### src/rtl/pipe_hazard_ctrl.sv
// Hazard control beside IF/ID and ID/EX: forwarding selects, load-use stall and redirect flush.
// Outputs are combinational (zero latency); stall holds IF/ID and bubbles ID/EX, flush clears both.
module pipe_hazard_ctrl #(
    parameter int N_STAGES     = 3,
    parameter int ADDR_W       = 5,
    parameter int LOAD_LAT     = 1,
    parameter int FLUSH_CYCLES = 2,
    parameter int SEL_W        = $clog2(N_STAGES + 1),
    parameter int CNT_W        = 32
) (
    input  logic              clk,
    input  logic              reset,
    input  logic              id_valid_i,
    input  logic [ADDR_W-1:0] id_rs_i,
    input  logic [ADDR_W-1:0] id_rt_i,
    input  logic              id_uses_rs_i,
    input  logic              id_uses_rt_i,
    input  logic              id_reg_write_i,
    input  logic              id_mem_read_i,
    input  logic [ADDR_W-1:0] id_dest_i,
    input  logic              redirect_i,
    output logic              stall_o,
    output logic              flush_o,
    output logic [SEL_W-1:0]  fwd_rs_o,
    output logic [SEL_W-1:0]  fwd_rt_o,
    output logic [CNT_W-1:0]  stall_cnt_o,
    output logic [CNT_W-1:0]  flush_cnt_o
);

    localparam int FC_W = (FLUSH_CYCLES > 1) ? $clog2(FLUSH_CYCLES) : 1;

    typedef enum logic {S_IDLE, S_FLUSH} state_t;

    logic              r_v    [1:N_STAGES];
    logic              r_rw   [1:N_STAGES];
    logic              r_mr   [1:N_STAGES];
    logic [ADDR_W-1:0] r_dest [1:N_STAGES];

    state_t            r_state;
    state_t            w_state_nxt;
    logic [FC_W-1:0]   r_cnt;
    logic [FC_W-1:0]   w_cnt_nxt;

    logic [SEL_W-1:0]  w_rs_sel;
    logic [SEL_W-1:0]  w_rt_sel;
    logic              w_rs_mr;
    logic              w_rt_mr;
    logic              w_rs_lu;
    logic              w_rt_lu;
    logic              w_issue;

    // Scan oldest to youngest so the youngest matching producer overwrites the result.
    always_comb begin
        w_rs_sel = '0;
        w_rs_mr  = 1'b0;
        w_rt_sel = '0;
        w_rt_mr  = 1'b0;
        for (int k = N_STAGES; k >= 1; k--) begin
            if (r_v[k] && r_rw[k] && (r_dest[k] == id_rs_i) && (id_rs_i != '0)) begin
                w_rs_sel = SEL_W'(k);
                w_rs_mr  = r_mr[k];
            end
            if (r_v[k] && r_rw[k] && (r_dest[k] == id_rt_i) && (id_rt_i != '0)) begin
                w_rt_sel = SEL_W'(k);
                w_rt_mr  = r_mr[k];
            end
        end
    end

    assign w_rs_lu  = id_uses_rs_i && w_rs_mr && (w_rs_sel <= SEL_W'(LOAD_LAT));
    assign w_rt_lu  = id_uses_rt_i && w_rt_mr && (w_rt_sel <= SEL_W'(LOAD_LAT));

    assign fwd_rs_o = id_uses_rs_i ? w_rs_sel : '0;
    assign fwd_rt_o = id_uses_rt_i ? w_rt_sel : '0;
    assign flush_o  = redirect_i || (r_state == S_FLUSH);
    assign stall_o  = id_valid_i && !flush_o && (w_rs_lu || w_rt_lu);
    assign w_issue  = !stall_o && !flush_o;

    always_ff @(posedge clk) begin
        if (!reset) begin
            for (int k = 1; k <= N_STAGES; k++) begin
                r_v[k]    <= 1'b0;
                r_rw[k]   <= 1'b0;
                r_mr[k]   <= 1'b0;
                r_dest[k] <= '0;
            end
        end else begin
            r_v[1]    <= w_issue && id_valid_i;
            r_rw[1]   <= w_issue && id_reg_write_i;
            r_mr[1]   <= w_issue && id_mem_read_i;
            r_dest[1] <= w_issue ? id_dest_i : '0;
            for (int k = 2; k <= N_STAGES; k++) begin
                r_v[k]    <= r_v[k-1];
                r_rw[k]   <= r_rw[k-1];
                r_mr[k]   <= r_mr[k-1];
                r_dest[k] <= r_dest[k-1];
            end
        end
    end

    // A redirect always reloads, so a pulse during a window restarts it.
    always_comb begin
        w_state_nxt = r_state;
        w_cnt_nxt   = r_cnt;
        if (redirect_i) begin
            w_cnt_nxt   = FC_W'(FLUSH_CYCLES - 1);
            w_state_nxt = (FLUSH_CYCLES > 1) ? S_FLUSH : S_IDLE;
        end else if (r_state == S_FLUSH) begin
            w_cnt_nxt = r_cnt - FC_W'(1);
            if (r_cnt == FC_W'(1)) begin
                w_state_nxt = S_IDLE;
            end
        end
    end

    always_ff @(posedge clk) begin
        if (!reset) begin
            r_state <= S_IDLE;
            r_cnt   <= '0;
        end else begin
            r_state <= w_state_nxt;
            r_cnt   <= w_cnt_nxt;
        end
    end

    always_ff @(posedge clk) begin
        if (!reset) begin
            stall_cnt_o <= '0;
            flush_cnt_o <= '0;
        end else begin
            if (stall_o && (stall_cnt_o != '1)) begin
                stall_cnt_o <= stall_cnt_o + CNT_W'(1);
            end
            if (redirect_i && (flush_cnt_o != '1)) begin
                flush_cnt_o <= flush_cnt_o + CNT_W'(1);
            end
        end
    end

endmodule

### config.mk
export PLATFORM = sky130hd
export DESIGN_NAME = pipe_hazard_ctrl
export DESIGN_NICKNAME = d
export VERILOG_FILES = /design/src/rtl/pipe_hazard_ctrl.sv
export SDC_FILE = /design/constraint.sdc
export NUM_CORES = 1
export LEC_CHECK = 0
export ABC_AREA = 1
export ABC_CLOCK_PERIOD_IN_PS = 2700
export CAP_MARGIN = 20
export CORE_MARGIN = 5
export CORE_UTILIZATION = 35
export DETAILED_ROUTE_END_ITERATION = 8
export PLACE_DENSITY = 0.66
export SLEW_MARGIN = 5
export SYNTH_ARGS = -nofsm -noshare
export SYNTH_HDL_FRONTEND = slang
export SYNTH_SLANG_ARGS = --single-unit
### constraint.sdc
create_clock -name clk -period 2.7 [get_ports clk]
set_clock_uncertainty 0.05 [all_clocks]
set_input_delay 0.54 -clock clk [delete_from_list [all_inputs] [get_ports clk]]
set_output_delay 0.54 -clock clk [all_outputs]
set_load 0.02 [all_outputs]
# Word-level counts from Yosys, hierarchy flattened
# Memories as Yosys holds them, arrays and structs flattened.
# Cells that the tools add are included.
[op_classes] n_addsub=3 n_lt_le_gt_ge=2 eq_ne=8 n_mux=34 n_bitwise=12 n_reduce_logical=34
[op_table] op="adder 32 x 1 -> 32 bit, second input constant" count=2
[op_table] op="!= test 32 bit, second input constant" count=2
[op_table] op="== test 5 bit" count=6
[op_table] op="logical AND 1 bit" count=27
[op_table] op="two-way mux 1 bit" count=22
[op_table] op="two-way mux 5 bit" count=4
[op_table] op="two-way mux 2 bit" count=8
[op_table] op="OR 1 bit" count=12
[op_table] op="nonzero test 5 bit" count=2
[op_table] op="less-or-equal comparator 2 x 1 -> 1 bit, second input constant" count=2
[op_table] op="logical NOT 1 bit" count=2
[op_table] op="logical OR 1 bit" count=2
[op_table] op="nonzero test 2 bit" count=1
[op_table] op="subtractor 1 bit, second input constant" count=1
[totals] reg_bits=66 mem_bits_rw=24 input_bits=23 output_inout_bits=70 elab_cells=101 mem_count=4
[mem_list] memory="r_dest" words=3 width=5 rd=3 rd_ports_with_merged_regs=0 write_ports=3 line_no="37" source="logic [ADDR_W-1:0] r_dest [1:N_STAGES];"
[mem_list] memory="r_mr" words=3 width=1 rd=3 rd_ports_with_merged_regs=0 write_ports=3 line_no="36" source="logic r_mr [1:N_STAGES];"
[mem_list] memory="r_rw" words=3 width=1 rd=3 rd_ports_with_merged_regs=0 write_ports=3 line_no="35" source="logic r_rw [1:N_STAGES];"
[mem_list] memory="r_v" words=3 width=1 rd=3 rd_ports_with_merged_regs=0 write_ports=3 line_no="34" source="logic r_v [1:N_STAGES];"

# Depth between registers and ports, before layout
# Gate-level depths: netlist of run 1.
[logic_depth] word_depth=14 depth_mapped=18 depth_no_buf=17

# Worst setup path before layout of run 1
# No wires, ideal clock.
[synth_timing] path_type="input port to output port" start="input id_rt_i[1]" end="output stall_o" t_arrival_ns=1.739 required_time_ns=2.110 setup_slack_ns=0.371 path_stages=11 path_buffers=1 path_cell_list="or2_1 nor2_2 nor2_1 nand2_2 nand2_1 a21oi_2 nand2_2 nand2_4 buf_6 nand2_2 inv_1"
[synth_via] elab_chain_len=10 word_cells_on_any_way=21 classes_between="1 x order compare; 3 x eq/ne; 6 x mux; 11 x reduce/logical"
[synth_lines] element="start: declaration" line_no="15" source="input logic [ADDR_W-1:0] id_rt_i,"
[synth_lines] element="== test 5 bit" line_no="63" source="if (r_v[k] && r_rw[k] && (r_dest[k] == id_rt_i) && (id_rt_i != '0)) begin"
[synth_lines] element="logical AND 1 bit (2 in a row)" line_no="63"
[synth_lines] element="two-way mux 2 bit or two-way mux 1 bit (tied branches) (3 in a row)" line_no="63"
[synth_lines] element="less-or-equal comparator 2 x 1 -> 1 bit or logical AND 1 bit (tied branches)" line_no="71" source="assign w_rt_lu = id_uses_rt_i && w_rt_mr && (w_rt_sel <= SEL_W'(LOAD_LAT));"
[synth_lines] element="logical AND 1 bit *" line_no="71"
[synth_lines] element="logical OR 1 bit *" line_no="76" source="assign stall_o = id_valid_i && !flush_o && (w_rs_lu || w_rt_lu);"
[synth_lines] element="logical AND 1 bit *" line_no="76"
[synth_lines] element="end: declaration" line_no="22" source="output logic stall_o,"
# Every way passes the cells marked *; elsewhere a longest branch is shown, timed or not.

# Worst setup path after layout of run 1
# Same ends and word-level chain as after synthesis.

==> impl_metrics.py, run 1 <==
metrics = {
    "synth": {
        "synth.ff_latch_count": 90,
        "async_flop_share": 0,
        "ys_warn_count": 0,
        "yosys-top-cells-area": "dfxtp_1 35%, nand2_1 16%, inv_1 12%",
        "synth_flop_cell": "dfxtp_1",
        "synth-xor-area-share": 0.03021,
        "yosysTopAreaCellShare": 0.3452,
        "syn_nets": 879,
        "yosysMostFrequentCell": "nand2_1",
        "synth_top_family_by_area": "simple AND/OR/NAND/NOR gates",
        "synth_top_area_cell": "dfxtp_1",
        "ys_types": 33,
        "synth-edff-count": 0,
        "netlist_area_um2": 5219,
        "ys_seq_area_frac": 0.3452,
        "synthAdderAreaFrac": 0.004795,
        "synth_common_cells": "225 x nand2_1, 168 x inv_1, 113 x nor2_1, 90 x dfxtp_1, 69 x nand3_1",
        "synth_cells": 854,
        "avgSynthCellArea_um2": 6.111,
        "synth-simple-area-share": 0.4200,
        "synth_compound_area_frac": 0.05370,
        "synth_mux_area_frac": 0,
    },
    "setup_path": {
        "crit_path_max_incr_delay_ns": 0.25,
        "cp_cell_sequence": "dlygate4sd2_1 -> buf_4 -> xnor2_1 -> nand2_1 -> nor2_2 -> buf_4 -> nand2_2 -> nand3_1 -> nand2_1 -> nand2_2 -> nand2_4 -> nand2_2 -> inv_1 -> buf_4",
        "start_kind": "primary input",
        "worst-path-max-fanout": 3,
        "crit_arrival_ns": 2.11,
        "required_ns": 2.11,
        "crit_path_top_delay_cell": "dlygate4sd2_1",
        "crit_type": "primary input to output pin",
        "cp-end-kind": "output pin",
    },
    "layout": {
        "finish.utilization": 0.4625,
        "synthToLayoutAreaGrowth_pct": 29.30,
        "filler_cell_count": 1537,
        "seqCellArea_um2": 1803,
        "drive_gt1_frac": 0.08723,
        "antennaDiodeCount": 0,
        "multi_input_comb_area_um2": 2716,
        "stdcell_count": 1147,
        "fin_nets": 983,
    },
    "die": {
        "die-width_um": 132.1,
        "die_h_um": 132.1,
        "start_util": 0.3577,
        "die-area_um2": 17450,
        "ios": 93,
        "core_um2": 14590,
        "rows": 44,
    },
    "clock_tree": {
        "clk_pin_slew_ns": 0.07,
        "tritoncts": "built",
        "postCtsSetupRepairBufs": 0,
        "cts_buffers": 9,
        "cts_buffer_depth": 2,
        "htree_levels": 3,
        "clock_latency_ns": 0.35,
        "clock_sinks": 90,
        "cts_root_buf": "clkbuf_16",
        "postCtsHoldBufs": 0,
    },
    "global_routing": {
        "grt_pass1_vias": 4895,
        "antenna_found_initial": 0,
        "grt_pass1_wl_mm": 23.33,
        "grt.total_usage": 0.1588,
        "overflow": 0,
        "grt_max_degree": 60,
    },
    "routing": {
        "ant_nets": 0,
        "via_per_inst": 4.654,
        "wl_per_cell_um": 12.01,
        "drt_iter0_drc": 277,
        "firstDrtPassIters": 5,
        "drc": 0,
        "wl_mm": 13.77,
        "num_vias": 5338,
    },
    "outcome": {
        "status": "finished clean",
    },
    "timing": {
        "slew_violations": 0,
        "period_share": 0.9993,
        "max_freq_mhz": 370.6,
        "setup_violations": 0,
        "slew_headroom": 0.6056,
        "period_minus_slack_ns": 2.698,
        "tns_ns": 0,
        "finalHoldWorstSlack_ns": 0.3703,
        "hold_viol": 0,
        "worstMarginPinSlew_ns": 0.5916,
    },
    "placed_design": {
        "place_congestion": 0.8406,
        "dpl.hpwl_mm": 10.31,
        "dp_cells": 1131,
        "io_buffers": 92,
    },
    "power_and_ir_drop": {
        "p_leak_nw": 2.992,
        "pwr_density_cell_nw_per_um2": 407.9,
        "fin_total_pwr_mw": 2.752,
        "max-vdd-ir-drop_uv": 281.3,
    },
    "job": {
        "maxCapViolCount": 0,
    },
    "min_path": {
        "min_path_type": "flip-flop to flip-flop",
    },
}
[cell families after synthesis]
| family | after synthesis |
|---|---|
| simple gates | 497 |
| buf+inv | 193 |
| flops | 90 |
| compound gates | 54 |
| xor+xnor | 18 |
| fa+ha+maj | 2 |
[area by class of cell]
cell class | instances | area share
sequential | 90 | 0.2672
clock inverter | 7 | 0.008344
clock buffer | 9 | 0.03338
inverter | 170 | 0.09457
timing repair buffer | 116 | 0.1598
multi-input combinational | 571 | 0.4026
tap | 184 | 0.03412
[power breakdown]
group,switching (mW),internal [mW]
sequential,0.0136,1.34
combinational,0.114,0.0797
clock,0.565,0.639
total,0.693,2.06
[worst max-delay path, delay by kind of cell]
family,cells,cell delay (ns)
buf+inv,5,0.73
simple gates,8,0.67
xor+xnor,1,0.17
[sequential cells by signal (all words and copies together) (netlist names)]
name / cells
flush_cnt_o: 32
stall_cnt_o: 32
r_dest: 15
r_mr: 3
r_rw: 3
r_v: 3
r_cnt: 1
r_state: 1
[final timing paths]
path                                    start             end  slack (ns)  cells after the start
worst max-delay path               id_rt_i[1]         stall_o       0.002                     14
worst min-delay path               r_rw[0][1]      r_rw[0][2]        0.37                      2
worst max register to register  r_dest[0][13]  stall_cnt_o[0]        0.44                     14
worst min register to register     r_rw[0][1]      r_rw[0][2]        0.37                      2
[placed cells by master, fill, tap and decap left out, drive strengths merged]
master,count
nand2,231
inv,173
nor2,119
dfxtp,90
clkdlybuf4s50,76
nand3,72
nand4,38
buf,29
a21oi,27
nor3,26
o21ai,24
xnor2,11
clkbuf,9
xor2,7
dlygate4sd2,7
nand3b,4
clkinv,4
nor4,3
o21a,2
and3,2
ha,2
dlymetal6s2s,2
clkdlybuf4s15,2
or2,1
a31oi,1
nor3b,1
[routing by layer]
metal,track usage,wire length (um)
met3,0.03092,568
met5,0,0
met2,0.2437,5847
met1,0.2222,7154
met4,0.05600,204
[timing repair]
action / 4_1_cts / 5_1_grt
pin swaps: 2 / 8
hold endpoints to repair: 0 / 0
resized for setup: 34 / 16
setup endpoints to repair: 5 / 37
[metrics by stage]
stage / area [um2] / setup slack (ns)
CTS: 6699 / -0.02987
floorplan: 5219 / 0.3705
global placement: 6429 / -0.5587
finish: 6748 / 0.001816
detailed placement: 6429 / -0.5686
global route: 6748 / -0.08718
Power figures use the tool's default switching activity.
==> run 2: changes to the inputs <==
--- a/config.mk
+++ b/config.mk
@@ -10,6 +10,7 @@
 export CAP_MARGIN = 20
 export CORE_MARGIN = 5
 export CORE_UTILIZATION = 35
+export CTS_CLUSTER_SIZE = 14
 export DETAILED_ROUTE_END_ITERATION = 8
 export PLACE_DENSITY = 0.66
 export SLEW_MARGIN = 5
==> results of run 2 <==
No change in the layout: final DEF, timing and power equal those of run 1.
==> run 3: changes to the inputs <==
--- a/config.mk
+++ b/config.mk
@@ -6,9 +6,8 @@
 export NUM_CORES = 1
 export LEC_CHECK = 0
 export ABC_AREA = 1
-export ABC_CLOCK_PERIOD_IN_PS = 2700
 export CAP_MARGIN = 20
-export CORE_MARGIN = 5
+export CORE_MARGIN = 2
 export CORE_UTILIZATION = 35
 export CTS_CLUSTER_SIZE = 14
 export DETAILED_ROUTE_END_ITERATION = 8
==> run 3 against run 2 <==
Worst hold slack improved by 0.0067 ns. Sequential share of layout area is 0.14 points higher. Total power is 0.65% lower. Sequential cell count did not move. First-iteration DRC count grew 13%. Die area decreased by 8.9%. Fmax increased by 3.9%. Register-to-register slack got worse by 0.08 ns. Global-route usage up 1.2 points. Largest power group unchanged.
==> impl_metrics.py, run 3 (same netlist as run 1, synthesis figures left out) <==
metrics = {
    "timing": {
        "max_freq_mhz": 385.1,
        "hold_viol": 0,
        "setup_violations": 0,
        "period_share": 0.9617,
        "worstMarginPinSlew_ns": 0.5798,
        "slew_headroom": 0.6135,
        "slew_violations": 0,
        "period_minus_slack_ns": 2.597,
    },
    "die": {
        "start_util": 0.3591,
        "die_h_um": 126.1,
        "die-width_um": 126.1,
        "rows": 44,
        "core_um2": 14530,
        "ios": 93,
        "die-area_um2": 15900,
    },
    "global_routing": {
        "antenna_found_initial": 0,
        "grt_pass1_vias": 4814,
        "grt_pass1_wl_mm": 22.34,
        "grt.total_usage": 0.1708,
        "grt_max_degree": 60,
        "overflow": 0,
    },
    "routing": {
        "wl_per_cell_um": 11.62,
        "via_per_inst": 4.637,
        "ant_nets": 0,
        "num_vias": 5314,
        "wl_mm": 13.31,
        "drc": 0,
        "drt_iter0_drc": 312,
        "firstDrtPassIters": 5,
    },
    "setup_path": {
        "start_kind": "primary input",
        "crit_type": "primary input to output pin",
        "crit_arrival_ns": 2.01,
        "ff2ff_setup_slack_ns": 0.36,
        "r2r-end": "stall_cnt_o[0]",
        "ff2ff_path_depth": 15,
        "required_ns": 2.11,
        "worst-path-max-fanout": 3,
        "rr_startpoint": "r_dest[0][8]",
        "cp-end-kind": "output pin",
    },
    "layout": {
        "synthToLayoutAreaGrowth_pct": 28.53,
        "layout_common_cells": "222 x nand2_1, 165 x inv_1, 106 x nor2_1, 90 x dfxtp_1, 76 x clkdlybuf4s50_1",
        "antennaDiodeCount": 0,
        "reg_top3": "flush_cnt_o: 32 flops, stall_cnt_o: 32 flops, r_dest: 15 flops",
        "fin_nets": 982,
        "drive_gt1_frac": 0.08524,
        "filler_cell_count": 1531,
        "final_cell_area_um2": 6708,
        "layout_commonest_cell": "nand2_1",
    },
    "clock_tree": {
        "postCtsSetupRepairBufs": 0,
        "tritoncts": "built",
        "htree_levels": 3,
        "cts_root_buf": "clkbuf_16",
        "cts_buffers": 9,
        "postCtsHoldBufs": 0,
        "clk_pin_slew_ns": 0.06,
        "clock_latency_ns": 0.35,
        "clock_sinks": 90,
        "cts_buffer_depth": 2,
    },
    "job": {
        "maxCapViolCount": 0,
    },
    "min_path": {
        "hp-start": "r_v[0][1]",
        "hold_depth": 2,
        "min_path_type": "flip-flop to flip-flop",
        "hold-path-endpoint": "r_v[0][2]",
    },
    "placed_design": {
        "dpl.hpwl_mm": 9.878,
        "place_congestion": 0.8732,
        "io_buffers": 92,
        "placed_area_um2": 6421,
    },
    "power_and_ir_drop": {
        "p_leak_nw": 2.952,
        "pwr_density_cell_nw_per_um2": 407.6,
        "max-vdd-ir-drop_uv": 290.1,
        "fin_total_pwr_mw": 2.734,
    },
    "outcome": {
        "status": "finished clean",
    },
}
run 3: cell types whose count changed in the layout (fill, tap and decap cells not counted), sizes merged:
cell and delta:
clkbuf +3, inv -3, buf -2, clkinvlp +2
dlymetal6s2s -2, clkdlybuf4s15 -1, clkinv +1, dlygate4sd2 +1
run 3: per-layer routing:
layer / wire [um] / up-vias / global-route usage / share of wire
li1: - / 2864 / - / -
met1: 6761 / 2325 / 0.2319 / 0.51
met2: 5814 / 111 / 0.2720 / 0.44
met3: 522 / 14 / 0.02804 / 0.039
met4: 215 / 0 / 0.06593 / 0.016
met5: 0 / - / 0 / 0
run 3: metrics by stage:
step	setup slack (ns)	instances	hold WS, ns	TNS (ns)	util
after floorplan	0.3705	854	0.3571	0	-
final	0.1034	1146	0.3770	0	0.4615
after global routing	-0.01432	1146	0.4011	-0.01432	0.4615
after global placement	-0.5509	1130	0.3612	-8.531	0.4418
after CTS	0.08239	1146	0.3850	0	0.4612
after detailed placement	-0.5827	1130	0.3722	-10.27	0.4418
run 3: how the worst max path moves through the flow:
stage	startpoint	end	slack, ns	depth (start not counted)
final	id_rt_i[1]	stall_o	0.10	14
after global routing	id_rs_i[1]	stall_o	-0.01	13
after CTS	id_rt_i[1]	stall_o	0.08	14
after detailed placement	id_rs_i[4]	stall_o	-0.58	13
after global placement	id_rs_i[4]	stall_o	-0.55	13
after floorplan	id_rt_i[1]	stall_o	0.37	11
run 3: repair_timing:
item / in CTS / in global routing
pin swaps: 3 / 5
endpoints found under the hold margin: 0 / 0
resized for setup: 35 / 14
setup endpoints to repair: 5 / 3
run 3: power breakdown:
part	internal [mW]	total, mW	switching, mW
Combinational	0.0778	0.190	0.113
Clock	0.630	1.19	0.559
Sequential	1.34	1.35	0.0136
Total	2.05	2.73	0.685
run 3: cell type report:
type,count,area (um2),area share
Multi-Input combinational cell,571,2701,0.4027
Clock buffer,9,225.2,0.03358
Sequential cell,90,1802,0.2686
Clock inverter,7,55.05,0.008207
Timing Repair Buffer,115,1056,0.1574
Tap cell,184,230.2,0.03432
Inverter,170,638.1,0.09513
run 3: critical path: stages:
cell and delay [ns]:
dlygate4sd2_1 0.25, buf_6 0.12, xnor2_1 0.14, nand2_1 0.08, nor2_2 0.14, buf_4 0.12, nand2_2 0.06, nand3_1 0.09
nand2_1 0.07, nand2_2 0.08, nand2_4 0.07, nand2_2 0.06, inv_1 0.04, buf_4 0.14
